### src/rtl/stream_arbiter_pkg.sv
// Shared stream-arbiter types: FSM state encoding and a width helper.
package stream_arbiter_pkg;

  typedef enum logic {
    ST_IDLE   = 1'b0,
    ST_LOCKED = 1'b1
  } arb_state_e;

  // Ceiling log2 that never returns less than 1, so a select bus always exists.
  function automatic int unsigned clog2_min1(input int unsigned n);
    int unsigned w;
    w = 1;
    while ((32'd1 << w) < n) w++;
    return w;
  endfunction

endpackage

### src/rtl/stream_arbiter_rr_pick.sv
// Round-robin picker: first valid index strictly after i_ptr, wrapping.
module stream_arbiter_rr_pick #(
  parameter int unsigned NumStreams = 4,
  parameter int unsigned SelWidth   = 2
) (
  input  logic [NumStreams-1:0] i_valid,
  input  logic [SelWidth-1:0]   i_ptr,
  output logic                  o_found,
  output logic [SelWidth-1:0]   o_index
);

  // Walk candidates farthest-first so the nearest valid one is written last.
  always_comb begin
    int unsigned cand;
    cand    = 0;
    o_found = 1'b0;
    o_index = '0;
    for (int unsigned k = NumStreams; k >= 1; k--) begin
      cand = 32'(i_ptr) + k;
      if (cand >= NumStreams) cand = cand - NumStreams;
      if (i_valid[SelWidth'(cand)]) begin
        o_found = 1'b1;
        o_index = SelWidth'(cand);
      end
    end
  end

endmodule

### src/rtl/stream_arbiter.sv
// Packet-aware round-robin arbiter sharing one valid/ready stream between inputs.
// Define STREAM_ARBITER_OUT_REG_EN to add a 2-entry skid register on the output.
module stream_arbiter
  import stream_arbiter_pkg::*;
#(
  parameter int unsigned NumStreams = 4,
  parameter int unsigned DataWidth  = 8,
  parameter int unsigned SelWidth   = clog2_min1(NumStreams)
) (
  input  logic                            clk,
  input  logic                            reset,
  input  logic [NumStreams-1:0]           in_valid,
  output logic [NumStreams-1:0]           in_ready,
  input  logic [NumStreams*DataWidth-1:0] in_data,
  input  logic [NumStreams-1:0]           in_last,
  output logic                            out_valid,
  input  logic                            out_ready,
  output logic [DataWidth-1:0]            out_data,
  output logic                            out_last,
  output logic [SelWidth-1:0]             out_sel
);

  arb_state_e          r_state;
  logic [SelWidth-1:0] r_grant;
  logic [SelWidth-1:0] r_rr_ptr;

  logic                 w_found;
  logic [SelWidth-1:0]  w_pick;
  logic                 w_arb_valid;
  logic                 w_arb_ready;
  logic                 w_arb_last;
  logic [DataWidth-1:0] w_arb_data;
  logic [SelWidth-1:0]  w_arb_sel;
  logic                 w_xfer;

  stream_arbiter_rr_pick #(
    .NumStreams(NumStreams),
    .SelWidth  (SelWidth)
  ) u_rr_pick (
    .i_valid(in_valid),
    .i_ptr  (r_rr_ptr),
    .o_found(w_found),
    .o_index(w_pick)
  );

  // Granted-input mux; everything reads zero outside LOCKED.
  always_comb begin
    w_arb_valid = 1'b0;
    w_arb_data  = '0;
    w_arb_last  = 1'b0;
    w_arb_sel   = '0;
    in_ready    = '0;
    if (r_state == ST_LOCKED) begin
      w_arb_sel = r_grant;
      for (int unsigned i = 0; i < NumStreams; i++) begin
        if (r_grant == SelWidth'(i)) begin
          w_arb_valid = in_valid[i];
          w_arb_data  = in_data[i*DataWidth +: DataWidth];
          w_arb_last  = in_last[i];
          in_ready[i] = w_arb_ready;
        end
      end
    end
  end

  assign w_xfer = w_arb_valid & w_arb_ready;

  always_ff @(posedge clk) begin
    if (reset) begin
      r_state  <= ST_IDLE;
      r_grant  <= '0;
      r_rr_ptr <= SelWidth'(NumStreams - 1);
    end else begin
      case (r_state)
        ST_IDLE: begin
          if (w_found) begin
            r_grant <= w_pick;
            r_state <= ST_LOCKED;
          end
        end
        ST_LOCKED: begin
          if (w_xfer && w_arb_last) begin
            r_rr_ptr <= r_grant;
            r_state  <= ST_IDLE;
          end
        end
        default: r_state <= ST_IDLE;
      endcase
    end
  end

`ifdef STREAM_ARBITER_OUT_REG_EN
  // Entry 0 drives the output; entry 1 catches a beat accepted while entry 0 stalls.
  logic                 r_v0, r_v1, r_l0, r_l1;
  logic [DataWidth-1:0] r_d0, r_d1;
  logic [SelWidth-1:0]  r_s0, r_s1;

  assign w_arb_ready = ~r_v1;

  always_ff @(posedge clk) begin
    if (reset) begin
      r_v0 <= 1'b0;
      r_v1 <= 1'b0;
      r_l0 <= 1'b0;
      r_l1 <= 1'b0;
      r_d0 <= '0;
      r_d1 <= '0;
      r_s0 <= '0;
      r_s1 <= '0;
    end else if (!r_v0 || out_ready) begin
      if (r_v1) begin
        r_v0 <= 1'b1;
        r_d0 <= r_d1;
        r_l0 <= r_l1;
        r_s0 <= r_s1;
        r_v1 <= 1'b0;
      end else begin
        r_v0 <= w_xfer;
        r_d0 <= w_arb_data;
        r_l0 <= w_arb_last;
        r_s0 <= w_arb_sel;
      end
    end else if (w_xfer) begin
      r_v1 <= 1'b1;
      r_d1 <= w_arb_data;
      r_l1 <= w_arb_last;
      r_s1 <= w_arb_sel;
    end
  end

  assign out_valid = r_v0;
  assign out_data  = r_v0 ? r_d0 : '0;
  assign out_last  = r_v0 & r_l0;
  assign out_sel   = r_v0 ? r_s0 : '0;
`else
  assign w_arb_ready = out_ready;
  assign out_valid   = w_arb_valid;
  assign out_data    = w_arb_data;
  assign out_last    = w_arb_last;
  assign out_sel     = w_arb_sel;
`endif

endmodule

### config.mk
export PLATFORM = sky130hd
export DESIGN_NAME = stream_arbiter
export DESIGN_NICKNAME = d
export VERILOG_FILES = /design/src/rtl/stream_arbiter_pkg.sv /design/src/rtl/stream_arbiter_rr_pick.sv /design/src/rtl/stream_arbiter.sv
export SDC_FILE = /design/constraint.sdc
export NUM_CORES = 1
export LEC_CHECK = 0
export CAP_MARGIN = 30
export CORE_UTILIZATION = 27
export CTS_BUF_LIST = sky130_fd_sc_hd__clkbuf_16
export CTS_CLUSTER_DIAMETER = 200
export DETAILED_ROUTE_END_ITERATION = 12
export PLACE_DENSITY = 0.75
export SETUP_SLACK_MARGIN = 0.02
export SLEW_MARGIN = 20
export SYNTH_ARGS = -nofsm -noshare
export SYNTH_HDL_FRONTEND = slang
export SYNTH_SLANG_ARGS = --single-unit
### constraint.sdc
create_clock -name clk -period 1.5 [get_ports clk]
set_input_delay 0.3 -clock clk [delete_from_list [all_inputs] [get_ports clk]]
set_output_delay 0.3 -clock clk [all_outputs]
set_load 0.01 [all_outputs]
-- Yosys cells after proc, flatten, opt, wreduce, memory -nomap -nowiden
Cells that the tools add are included.
- add/subtract/negate cells: 8
- $mul: 0
- divide/modulo/power cells: 0
- order comparisons: 8
- eq/ne operators: 3
- shift operators: 0
- multiplexer cells: 44
- bitwise gates (word level): 2
- reduce and logical (&&, ||, !) cells: 4
- operator list (operator ; count):
    8-bit 2-to-1 mux ; 5
    1-bit 2-to-1 mux ; 24
    2-bit 2-to-1 mux ; 9
    2-bit by 3-bit < comparator with 1-bit output (second input constant) ; 4
    3-bit greater-or-equal comparator (second input constant) ; 3
    1-bit binary-select mux with 2-bit select ; 4
    2-bit by 1-bit subtractor with 2-bit output (second input constant) ; 4
    2-bit by 2-bit adder with 3-bit output (second input constant) ; 2
    2-bit by 3-bit adder with 4-bit output (second input constant) ; 1
    2-bit equality test (second input constant) ; 2
    4-bit by 3-bit greater-or-equal comparator with 1-bit output (second input constant) ; 1
    4-bit 2-to-1 mux ; 1
    2-bit AND reduction ; 2
    2-bit by 1-bit adder with 3-bit output (second input constant) ; 1
    2-bit by 1-bit equality test with 1-bit output (second input constant) ; 1
    2-bit zero test ; 1
    1-bit case mux with 2 select lines ; 1
    1-bit AND ; 1
    1-bit logical AND ; 1
    1-bit NOT ; 1
- register bits: 5
- bits in latches: 0
- bits in writable memories: 0
- memory bits (read-only): 0
- input bits: 43
- output and inout port bits: 16
- word-level logic and storage cells: 72
- memories kept: 0

-- Logic depth before layout (Yosys ltp)
Gate-level depths: netlist of run 1.
- depth in word-level cells: 11
- depth in mapped cells: 5
- gate-level depth less buffers: 4

-- Modules after synthesis
From an unflattened synthesis of run 1, not the netlist that was laid out.
- cell total of the unflattened synthesis: 71
- area total of the unflattened synthesis: 664.4 sq um
- modules (own cells, without submodules) (module ; times used ; cells each ; area each (sq um) ; seq. area each (sq um)):
    stream_arbiter ; 1 ; 57 ; 573.0 ; 100.1
    stream_arbiter_rr_pick ; 1 ; 14 ; 91.3 ; 0.0

-- Worst setup path after synthesis of run 1
OpenSTA, ideal clock, no wires.
- kind: flip-flop to output port
- start point: register r_grant[0]
- end point: output port out_data[1]
- data arrival time: 1344 ps
- required time: 1200 ps
- slack: -144 ps
- stages on the path, launching flop included: 5
- buffers on the path: 2
- cell sequence: dfxtp_1 > buf_6 > buf_2 > mux4_2 > and2_1
- longest elaborated chain between the ends: 6
- elaborated cells on any way between the ends: 9
- classes of those cells: 3 x eq/ne; 5 x mux; 1 x reduce/logical
- RTL lines (element ; RTL line ; text):
    start, declared ; stream_arbiter.sv:24 ; logic [SelWidth-1:0] r_grant;
    start signal, assigned ; stream_arbiter.sv:77 ; r_grant <= w_pick;
    2-bit zero test ; stream_arbiter.sv:56 ; if (r_grant == SelWidth'(i)) begin
    8-bit 2-to-1 mux (3 in series) ; stream_arbiter.sv:56 ;
    8-bit 2-to-1 mux * ; stream_arbiter.sv:56 ;
    8-bit 2-to-1 mux * ; stream_arbiter.sv:53 ; if (r_state == ST_LOCKED) begin
    end, declared ; stream_arbiter.sv:18 ; output logic [DataWidth-1:0] out_data,
Every way passes the cells marked *; elsewhere a longest branch is shown, timed or not.

-- Worst setup path after layout of run 1
- start point: register r_grant[0]
- end point: output port out_valid
- longest elaborated chain between the ends: 6
- elaborated cells on any way between the ends: 9
- classes of those cells: 3 x eq/ne; 5 x mux; 1 x reduce/logical
- RTL lines (element ; RTL line ; text):
    2-bit zero test ; stream_arbiter.sv:56 ;
    1-bit 2-to-1 mux (3 in series) ; stream_arbiter.sv:56 ;
    1-bit 2-to-1 mux * ; stream_arbiter.sv:56 ;
    1-bit 2-to-1 mux * ; stream_arbiter.sv:53 ;
    end, declared ; stream_arbiter.sv:16 ; output logic out_valid,
Marked as above.

==> results.yml, run 1 <==
worst_setup_path:
  slowest_stage: "mux4_2"
  cp-start-kind: "flip-flop"
  critPathTopFamily: "multiplexers"
  crit_chain: "buf_12 -> mux4_2 -> and2_4 -> buf_6"
  cpPeakStageDelay_ns: 0.51
  worst-path-buf-inv: 2
  crit_fanout: 4
  arrival_ns: 1.49
  cp-end-kind: "output port"
  critPathRequiredTime_ns: 1.20
  crit_type: "flip-flop to output port"
logic_synthesis:
  synthAdderAreaFrac_pct: 0
  synth_mux_area_share_pct: 38.8
  syn_nets: 114
  synth_seq_cells: 5
  synth.cell_area_um2: 644
  synthSimpleGateAreaFrac_pct: 24.5
  synth_top_family_by_area: "multiplexers"
  netlist_instances: 71
  ys_seq_area_share_pct: 15.5
  synth_compound_area_share_pct: 14.4
  yosys_warnings: 0
  avgSynthCellArea_um2: 9.08
  synthXorXnorAreaFrac_pct: 0
  yosysUniqueCellTypes: 27
die:
  io_pins: 59
  start_util_pct: 28.9
  die_x_um: 50.9
  coreArea_um2: 2230
  die-area_um2: 2590
  rows: 17
  die_y_um: 50.9
cts:
  clockRootBuffer: "clkbuf_16"
  clkLatencyLatePin_ns: 0.23
  cts_tree: "yes"
  clk_pin_slew_worst_paths_ns: 0.03
  cts_buffers: 3
  clockBufferDepth: 2
  h-tree-depth: 1
  cts_hold_buf: 0
  cts.sinks: 5
finish:
  layout.nets: 195
  postLayoutCellArea_um2: 1580
  drive_gt1_share_pct: 45.7
  n_fill_cell: 192
  n_antenna_cell: 0
  area_delta_synth_final_pct: 146
min_path:
  min_path_type: "flip-flop to flip-flop"
routing:
  vias: 917
  drt_iter0_markers: 18
  wl_per_cell_um: 15.5
  antenna_left: 0
  first_pass_iters: 4
  drc: 0
  wl_mm: 2.78
  viasPerCell: 5.12
sta:
  slew_headroom_pct: 80.8
  fin_crit_sh_pct: 119
  worst_slack_ns: -0.291
  hold_ws_ns: 0.594
  tightest_slew_ns: 0.287
  rsz0062_at_grt: "yes"
  post-route-min-period_ns: 1.79
  final_hold_viol_count: 0
  maxSlewViolCount: 0
  setup-tns-final_ns: -3.29
  fin_skew_ns: 0.00181
  finalSetupViolCount: 16
  max_freq_ghz: 0.558
placement:
  gp_congestion: 0.768
  detailed_place.area_um2: 1370
  numPortBuffers: 58
  dp_hpwl_mm: 1.85
global_route:
  grt_overflow_total: 0
  grt_pass1_vias: 946
  grt_antenna_before_repair: 0
  grt_usage_pct: 23.9
  grt_max_degree: 10
  grt_pass1_wl_mm: 4.40
power_and_ir_drop:
  vdd_drop_max_v: 0.000684
  p_leak_uw: 0.000694
  powerDensity_nw_per_um2: 828
  design_power_total_uw: 1310
status:
  violations: "setup timing"
  status: "complete, but fails checks"
job:
  cap_violations: 0
worst min-delay path, stage by stage (launching register included):
cell and delay [ns]:
dfxtp_4 0.38, nand2b_1 0.10, o22ai_2 0.07
path summary, 6_finish.rpt:
path | from | end | slack (ns) | cells after the start
worst max-delay path | r_grant[0]$_SDFFE_PP0P_ | out_valid | -0.29 | 4
worst min-delay path | r_state$_SDFF_PP0_ | r_state$_SDFF_PP0_ | 0.59 | 2
worst max register to register | r_grant[0]$_SDFFE_PP0P_ | r_rr_ptr[0]$_SDFFE_PP1P_ | -0.14 | 5
worst min register to register | r_state$_SDFF_PP0_ | r_state$_SDFF_PP0_ | 0.59 | 2
flip-flops by register name (all words and copies together) (netlist names):
name	cells
r_grant	2
r_rr_ptr	2
r_state	1
layout by cell type, fill, tap and decap left out, drive strengths merged:
| cell type | n |
|---|---|
| dfxtp | 5 |
| mux4 | 9 |
| and3 | 1 |
| nand3 | 1 |
| mux2i | 4 |
| a21o | 1 |
| dlygate4sd2 | 1 |
| o21a | 1 |
| nor2 | 9 |
| dlymetal6s2s | 1 |
| clkbuf | 3 |
| a22oi | 1 |
| inv | 5 |
| and2 | 12 |
| a311oi | 1 |
| nor2b | 1 |
| clkdlybuf4s50 | 42 |
| o21ai | 2 |
| nand2 | 4 |
| nand3b | 1 |
| o31a | 1 |
| buf | 37 |
| o22ai | 3 |
| a21oi | 3 |
| a211o | 1 |
| nand2b | 1 |
where the power goes:
| group | leakage [µW] | switching (µW) | internal, µW | total [µW] |
|---|---|---|---|---|
| sequential | 0.0000430 | 33.9 | 154 | 187 |
| clock | 0.0000423 | 93.4 | 346 | 439 |
| combinational | 0.000608 | 235 | 449 | 684 |
area by class of cell:
| type | instances | area [µm²] | area share, % |
|---|---|---|---|
| clock buffers | 3 | 75.1 | 4.74 |
| clock inverters | 1 | 3.75 | 0.237 |
| inverters | 4 | 15.0 | 0.948 |
| multi-input cells | 57 | 572 | 36.1 |
| flip-flops and latches | 5 | 111 | 7.03 |
| well taps | 28 | 35.0 | 2.21 |
| repair buffers | 81 | 772 | 48.7 |
synthesized netlist by cell type:
| cell | n | share of area [%] |
|---|---|---|
| nand3b_1 | 1 | 1.2 |
| nand2_1 | 4 | 2.3 |
| mux4_2 | 7 | 24 |
| clkbuf_1 | 1 | 0.58 |
| nor2b_1 | 1 | 0.97 |
| a21o_1 | 1 | 1.2 |
| and2_4 | 1 | 1.4 |
| and3_1 | 1 | 0.97 |
| nand3_1 | 1 | 0.78 |
| o21a_1 | 1 | 1.2 |
| a22oi_1 | 1 | 1.2 |
| inv_1 | 4 | 2.3 |
| mux2i_1 | 4 | 6.2 |
| dfxtp_1 | 5 | 16 |
| a21oi_1 | 3 | 2.3 |
| mux4_1 | 2 | 8.2 |
| buf_2 | 2 | 1.6 |
| buf_1 | 1 | 0.58 |
| o31a_1 | 1 | 1.4 |
| a211o_1 | 1 | 1.4 |
| o21ai_0 | 2 | 1.6 |
| o22ai_1 | 3 | 2.9 |
| nand2b_1 | 1 | 0.97 |
| and2_1 | 11 | 11 |
| a311oi_1 | 1 | 1.4 |
| buf_6 | 1 | 1.7 |
| nor2_1 | 9 | 5.2 |
cells by family (layout without fill, tap and decap cells):
logic type / after synthesis / after routing
mux: 13 / 13
flops: 5 / 5
compound gates: 14 / 14
buf+inv: 9 / 89
simple gates: 30 / 30
metrics by stage:
step	cells	setup WS, ns	utilization [%]
finish	179	-0.291	70.9
detailed placement	168	-0.641	61.2
floorplan	71	-0.00201	-
global placement	168	-0.634	61.2
CTS	179	-0.290	68.2
global route	179	-0.328	70.9
routing by layer:
| metal | track usage (%) | part of all wire (%) | up-vias |
|---|---|---|---|
| met1 | 24.7 | 36 | 429 |
| met5 | 0 | 0 | - |
| li1 | - | - | 422 |
| met4 | 13.0 | 3.2 | 0 |
| met3 | 7.14 | 7.4 | 11 |
| met2 | 42.9 | 53 | 55 |
repair_timing:
action / in CTS / in global routing
setup buffers: 8 / 0
pin swaps: 15 / 5
endpoints found under the setup margin: 19 / 19
resized for setup: 80 / 14
Note: power is estimated with default switching activity, not from simulation.
==> inputs of run 2 (changes only) <==
Settings changed: CORE_MARGIN from default to 8.
==> run 2 against run 1 <==
The flow still finishes with violations (setup timing). Via count decreased by 3.5%. Power increased by 0.14%. Utilization unchanged. Hold slack improved by 0.024 ns. Clock-buffer cell count unchanged. Register-to-register slack got worse by 0.08 ns. Non-clock buffer count increased by 4. Global-route usage decreased by 9.2 points. Clock skew decreased by 0.0016 ns. Final cell count increased by 2.2%. Die area increased by 63%. Largest cell class unchanged.
==> results.yml, run 2 (synthesis gave the netlist of run 1 again) <==
status:
  status: "complete, but fails checks"
  violations: "setup timing"
power_and_ir_drop:
  vdd_drop_max_v: 0.000736
  power_frac_seq_pct: 14.3
  swShare_pct: 27.5
  powerDensity_nw_per_um2: 829
  intPower_uw: 951
  clkPwrFrac_pct: 33.7
  p_leak_uw: 0.000703
  total_switching_power_uw: 362
  power_frac_comb_pct: 52.0
finish:
  n_fill_cell: 187
  top_regs: "r_grant (2), r_rr_ptr (2), r_state (1)"
  mostFrequentLayoutCells: "clkdlybuf4s50_1 (33), buf_4 (20), buf_6 (15)"
  n_antenna_cell: 0
  area_delta_synth_final_pct: 146
  layout.nets: 199
  drive_gt1_share_pct: 48.4
  layout_commonest_cell: "clkdlybuf4s50_1"
global_route:
  grt_max_degree: 8
  grt_pass1_vias: 1004
  grt_usage_pct: 14.7
  grt_pass1_wl_mm: 4.83
  grt_overflow_total: 0
  grt_antenna_before_repair: 0
sta:
  finalSetupViolCount: 17
  tightest_slew_ns: 0.262
  maxSlewViolCount: 0
  post-route-min-period_ns: 1.81
  slew_headroom_pct: 82.5
  final_hold_viol_count: 0
  hold_ws_ns: 0.618
  rsz0062_at_grt: "yes"
  worst_slack_ns: -0.310
  setup-tns-final_ns: -3.65
  max_freq_ghz: 0.552
  fin_skew_ns: 0.000223
  fin_crit_sh_pct: 121
cts:
  cts_tree: "yes"
  clockRootBuffer: "clkbuf_16"
  h-tree-depth: 1
  cts_hold_buf: 0
  cts_buffers: 3
  clkLatencyLatePin_ns: 0.23
  clockBufferDepth: 2
  clk_pin_slew_worst_paths_ns: 0.03
  cts.sinks: 5
routing:
  antenna_left: 0
  vias: 885
  first_pass_iters: 4
  viasPerCell: 4.84
  wl_mm: 3.11
  drt_iter0_markers: 18
  wl_per_cell_um: 17.0
  drc: 0
die:
  start_util_pct: 28.9
  io_pins: 59
  coreArea_um2: 2230
  die-area_um2: 4210
  rows: 17
  die_x_um: 64.9
  die_y_um: 64.9
placement:
  gp_congestion: 0.861
  pre_cts_slack_ns: -0.669
  dp_hpwl_mm: 2.40
  numPortBuffers: 58
worst_setup_path:
  critPathRequiredTime_ns: 1.20
  crit_type: "flip-flop to output port"
  crit_fanout: 7
  arrival_ns: 1.51
  cp-start-kind: "flip-flop"
  cp-end-kind: "output port"
min_path:
  min_path_type: "flip-flop to flip-flop"
job:
  cap_violations: 0
==> run 2: changes by cell type in the layout (fill, tap and decap cells not counted), sizes merged <==
cell and delta:
clkdlybuf4s50 -9, dlygate4sd2 +8, buf +4, clkbuf +1
clkdlybuf4s15 +1, dlymetal6s2s -1
==> run 2: per-layer routing <==
layer	up-vias	routed length (µm)	GRT usage (%)
li1	432	-	-
met1	405	1170	14.5
met2	44	1630	27.1
met3	4	263	6.19
met4	0	43	4.63
met5	-	0	0
==> run 2: critical path, cell delays in order, from the launching register on <==
cell     delay (ns)
dfxtp_4        0.39
buf_6          0.14
mux4_2         0.49
and2_4         0.15
buf_6          0.11
==> run 2: timing repair <==
| item | in CTS | in global routing |
|---|---|---|
| setup buffers | 9 | 1 |
| pin swaps | 9 | 9 |
| endpoints found under the setup margin | 19 | 18 |
| gates resized for setup | 93 | 14 |
| hold endpoints to repair | 0 | 0 |
==> run 2: area by class of cell <==
class,count,area (µm²),area share (%)
Tap cell,28,35.0,2.21
Inverter,4,15.0,0.948
Clock buffer,3,75.1,4.74
Timing Repair Buffer,85,788,49.8
Clock inverter,1,3.75,0.237
Multi-Input combinational cell,57,558,35.2
Sequential cell,5,109,6.87
==> run 2: power groups by stage <==
stage | Clock, µW | Sequential, µW | Combinational (µW)
after floorplan | 0 | 165 | 285
after global placement | 0 | 192 | 564
after detailed placement | 0 | 194 | 578
after CTS | 445 | 184 | 642
after global routing | 464 | 192 | 727
final | 442 | 188 | 683
==> run 2: path summary, 6_finish.rpt <==
kind,startpoint,end,slack [ns],cells past startpoint
setup / recovery,r_grant[0]$_SDFFE_PP0P_,out_data[3],-0.31,4
hold / removal,r_rr_ptr[0]$_SDFFE_PP1P_,r_grant[0]$_SDFFE_PP0P_,0.62,2
setup reg to reg,r_grant[0]$_SDFFE_PP0P_,r_rr_ptr[1]$_SDFFE_PP1P_,-0.22,8
hold reg to reg,r_rr_ptr[0]$_SDFFE_PP1P_,r_grant[0]$_SDFFE_PP0P_,0.62,2
==> run 2: stage by stage <==
stage,total power (µW),util [%],cell area (µm²),instances
after detailed placement,772,62.8,1400,171
after global placement,757,62.8,1400,171
after global routing,1380,70.9,1580,183
after floorplan,449,-,672,71
final,1310,70.9,1580,183
after CTS,1270,69.0,1540,183
==> inputs of run 3 (changes only) <==
Settings changed: SLEW_MARGIN 20 to 30.
==> results of run 3 <==
No change in the layout: final DEF, timing and power equal those of run 2.
==> RTL change 1, RTL diff (flow settings as in run 3) <==
Build with the macro `STREAM_ARBITER_OUT_REG_EN` defined.
--- a/src/rtl/stream_arbiter.sv
+++ b/src/rtl/stream_arbiter.sv
@@ -2,2 +2,4 @@
 // Define STREAM_ARBITER_OUT_REG_EN to add a 2-entry skid register on the output.
+`define STREAM_ARBITER_OUT_REG_EN
+
 module stream_arbiter
Check against the original RTL: not equivalent (a bounded check fails within 4 cycles, from zero or initial values and one cycle with reset high).
==> RTL change 1 against run 3 <==
The run still ends with setup timing left. Critical path depth unchanged. Design area up 63%. Worst setup slack better by 0.26 ns. Clock skew up 0.0030 ns. Synthesized area up 150%. Register-to-register slack better by 0.17 ns. Sequential cell count up 24. Routed wire length up 43%. Power up 73%. Combinational power down 23%.
==> RTL change 1: results (changes against run 3) <==
Worst IR Drop VDD=0.0005191 V (-29%); # Post-CTS Setup Buffers=2 (-7); LEAKAGE=1.041 nW (+48%); status=finished, violations left; # setup viols final=8 (-9); Top Registers=r_d0 x8, r_d1 x8; Final HPWL DP=3342 um (+39%); relative max-transition margin=81.41% (-1.1 points); Arr. time, crit path=1.71 ns (+0.20 ns); RD Place Congestion=0.7620 (-12%); Clk pin slew, worst setup/hold paths=0.05 ns (+0.02 ns); share of cells above drive strength 1=22.66% (-26 points); global-route wire length before repair=7355 um (+52%); Synth area leaders=dfxtp_1 (37%), mux2i_1 (20%), nor2_1 (5.9%); Max Clock Skew=0.003188 ns (+0.002965 ns); failing checks=setup timing; Num CTS Buffers=5 (+2); final worst slack=-0.04717 ns (+0.2629 ns); WL/cell=13.47 um (-21%); pin count of the biggest net entering global routing=30 (+22); Placement Cell Area=2374 um2 (+69%); Seq/Total Area, Yosys=36.74% (+21 points); Worst path max stage delay=0.59 ns (+0.10 ns); clock latency on the worst-skew pair=0.27 ns (+0.04 ns); critical path peak fanout=6 (-1); Post-CTS Resized=40 (-57%); Final nets=299 (+50%)
-- RTL change 1: final timing paths --
kind	slack, ns	from	cells after the start	endpoint
setup reg to reg	-0.05	r_grant[0]	4	r_d1[2]
hold / removal	0.48	r_l1	2	r_l1
setup / recovery	-0.05	r_grant[0]	4	r_d1[2]
hold reg to reg	0.48	r_l1	2	r_l1
-- RTL change 1: routing by layer --
| metal | up-vias | GRT usage [%] | share of wire (%) |
|---|---|---|---|
| met3 | 5 | 4.288 | 8.5 |
| li1 | 799 | - | - |
| met5 | - | 0 | 0 |
| met1 | 698 | 12.94 | 45 |
| met4 | 0 | 2.819 | 0.85 |
| met2 | 56 | 15.91 | 46 |
-- RTL change 1: per-stage QoR --
stage | cells | TNS [ns] | total power, mW
floorplan | 178 | -0.06911 | 1.105
global placement | 319 | -6.010 | 1.342
detailed placement | 319 | -6.482 | 1.352
CTS | 329 | -0.2063 | 2.260
global route | 331 | -0.7056 | 2.371
finish | 331 | -0.1829 | 2.270
-- RTL change 1: area by class of cell --
cell class                      instances  area, um2
Inverter                                4      15.01
Sequential cell                        29      590.6
Clock inverter                          2      7.507
Clock buffer                            5      125.1
Tap cell                               75      93.84
Timing Repair Buffer                   84      760.7
Fill cell                             571       3193
Multi-Input combinational cell        132      994.7
-- RTL change 1: where the power goes --
part | internal [mW] | switching [mW] | total (mW)
clock network | 0.589 | 0.307 | 0.897
logic | 0.306 | 0.217 | 0.523
registers | 0.814 | 0.0366 | 0.851
total | 1.71 | 0.561 | 2.27
-- RTL change 1: cells by family (layout without fill, tap and decap cells) --
group	count (synthesis)	count (layout)	share of synthesized area [%]
DFF	29	29	36.74
and+or+nand+nor	60	61	18.76
AOI/OAI and AO/OA	37	37	15.84
muxes	34	34	23.12
buffers and inverters	18	95	5.541
==> RTL change 2, RTL diff (flow settings as in run 3) <==
Made on the original files. `NumStreams` is set to 4 in 2 places; all go to 6.
--- a/src/rtl/stream_arbiter_rr_pick.sv
+++ b/src/rtl/stream_arbiter_rr_pick.sv
@@ -2,3 +2,3 @@
 module stream_arbiter_rr_pick #(
-  parameter int unsigned NumStreams = 4,
+  parameter int unsigned NumStreams = 6,
   parameter int unsigned SelWidth   = 2
--- a/src/rtl/stream_arbiter.sv
+++ b/src/rtl/stream_arbiter.sv
@@ -5,3 +5,3 @@
 #(
-  parameter int unsigned NumStreams = 4,
+  parameter int unsigned NumStreams = 6,
   parameter int unsigned DataWidth  = 8,
Ports: changed (5 resized); port bits go from 59 to 82. No check against the original RTL was run, so the function may have changed too.
==> RTL change 2 against run 3 <==
The run still ends with setup timing left. Power is 36% higher. Largest power group unchanged. Worst setup slack worse by 0.60 ns. Design area is 130% higher. Synthesized area grew to 2.8 times the old value. Sequential cell count is 2 higher. Routed wire length grew to 2.6 times the old value. Combinational power is 63% higher.
==> RTL change 2: results (changes against run 3) <==
status=finished, violations left; failing checks=setup timing; Metal-1 WL=3148 um (+170%); Synth top cells by count=o21ai_0 (29), nand2_1 (19), nor2_1 (16); routed length on met2=4098 um (+150%); worst-case clock buffer depth=2 (unchanged); Synth cell types=60 (+120%); Max Clock Skew=0.0001587 ns (-0.00006399 ns); Layout Cells excl Fill=454 (+150%); Final HPWL DP=6589 um (+170%); synthesized area per cell=7.780 um2 (-14%); met2 Use GR=28.71% (+1.6 points); share of cells above drive strength 1=42.25% (-6.1 points); LEAKAGE=1.510 nW (+110%); setup TNS=-9.501 ns (-5.854 ns); post-synth net total=307 (+170%); RD Place Congestion=0.9271 (+7.7%); Worst path max stage delay=0.35 ns (-0.14 ns); Synth area leaders=o21ai_0 (8.0%), dfxtp_1 (7.7%), ha_1 (6.9%); initial drt markers=128 (+110); metal3 WL=481 um (+83%); Filler cells=569 (+200%); Placement Cell Area=3322 um2 (+140%); Top Registers=r_grant x3, r_rr_ptr x3, r_state x1; via count=2,446 (+180%); global-route wire length before repair=12,610 um (+160%); vias in the first global route=2,581 (+160%); pin count of the biggest net entering global routing=16 (+8); Worst IR Drop VDD=0.0006792 V (-7.7%); Hold Crit Class=in2reg; CP max stage cell=mux2i_2; drt total wl=7971 um (+160%); grt met1 use=18.06% (+3.6 points); Seq/Total Area, Yosys=7.698% (-7.8 points); clock latency on the worst-skew pair=0.23 ns (about the same); Final nets=448 (+130%); relative max-transition margin=73.12% (-9.3 points); met3 GRT Util=3.912% (-2.3 points); final worst slack=-0.9134 ns (-0.6033 ns); initial antenna violation count=0 (unchanged); Tot GR Track Use=16.08% (+1.4 points); Arr. time, crit path=2.52 ns (+1.01 ns); # setup viols final=24 (+7); PortBufs=81 (+40%)
-- RTL change 2: metrics by stage --
| step | hold slack, ns | setup slack (ns) | total power, mW | utilization [%] |
|---|---|---|---|---|
| 2_1_floorplan | 0.3650 | -1.043 | 0.7435 | - |
| 3_3_place_gp | 0.6205 | -0.9875 | 1.243 | 50.00 |
| 3_5_place_dp | 0.6291 | -1.007 | 1.255 | 50.00 |
| 4_1_cts | 0.6336 | -0.8899 | 1.725 | 51.64 |
| 5_1_grt | 0.6804 | -1.056 | 1.882 | 53.84 |
| 6_report | 0.6312 | -0.9134 | 1.782 | 53.84 |
-- RTL change 2: timing repair --
item	CTS	global route
pin swaps	5	20
hold buffers	0	0
gates resized for setup	50	55
endpoints found under the setup margin	26	26
setup buffers	3	3
-- RTL change 2: cells by family after synthesis --
kind of cell,share of synthesized area [%]
buf+inv,5.635
mux,18.63
flops,7.697
fa+ha+maj,6.873
simple gates,21.10
xor+xnor,4.192
compound gates,35.88
-- RTL change 2: path summary, 6_finish.rpt --
path,startpoint,to,slack (ns),cells after the start
hold / removal,reset,r_rr_ptr[1],0.63,2
setup reg to reg,r_rr_ptr[1],r_grant[0],-0.91,9
hold reg to reg,r_rr_ptr[2],r_rr_ptr[2],0.65,3
setup / recovery,r_rr_ptr[1],r_grant[0],-0.91,9
-- RTL change 2: final cells by class --
class	count	share of cell area [%]
Timing Repair Buffer	152	37.53
Multi-Input combinational cell	205	52.43
Tap cell	80	2.798
Sequential cell	7	4.232
Clock buffer	3	2.099
Clock inverter	1	0.1049
Inverter	6	0.8045
-- RTL change 2: report_power, final --
part / total, mW / switching [mW] / internal (mW)
registers: 0.224 / 0.0223 / 0.202
logic: 1.11 / 0.485 / 0.624
clock network: 0.450 / 0.103 / 0.347
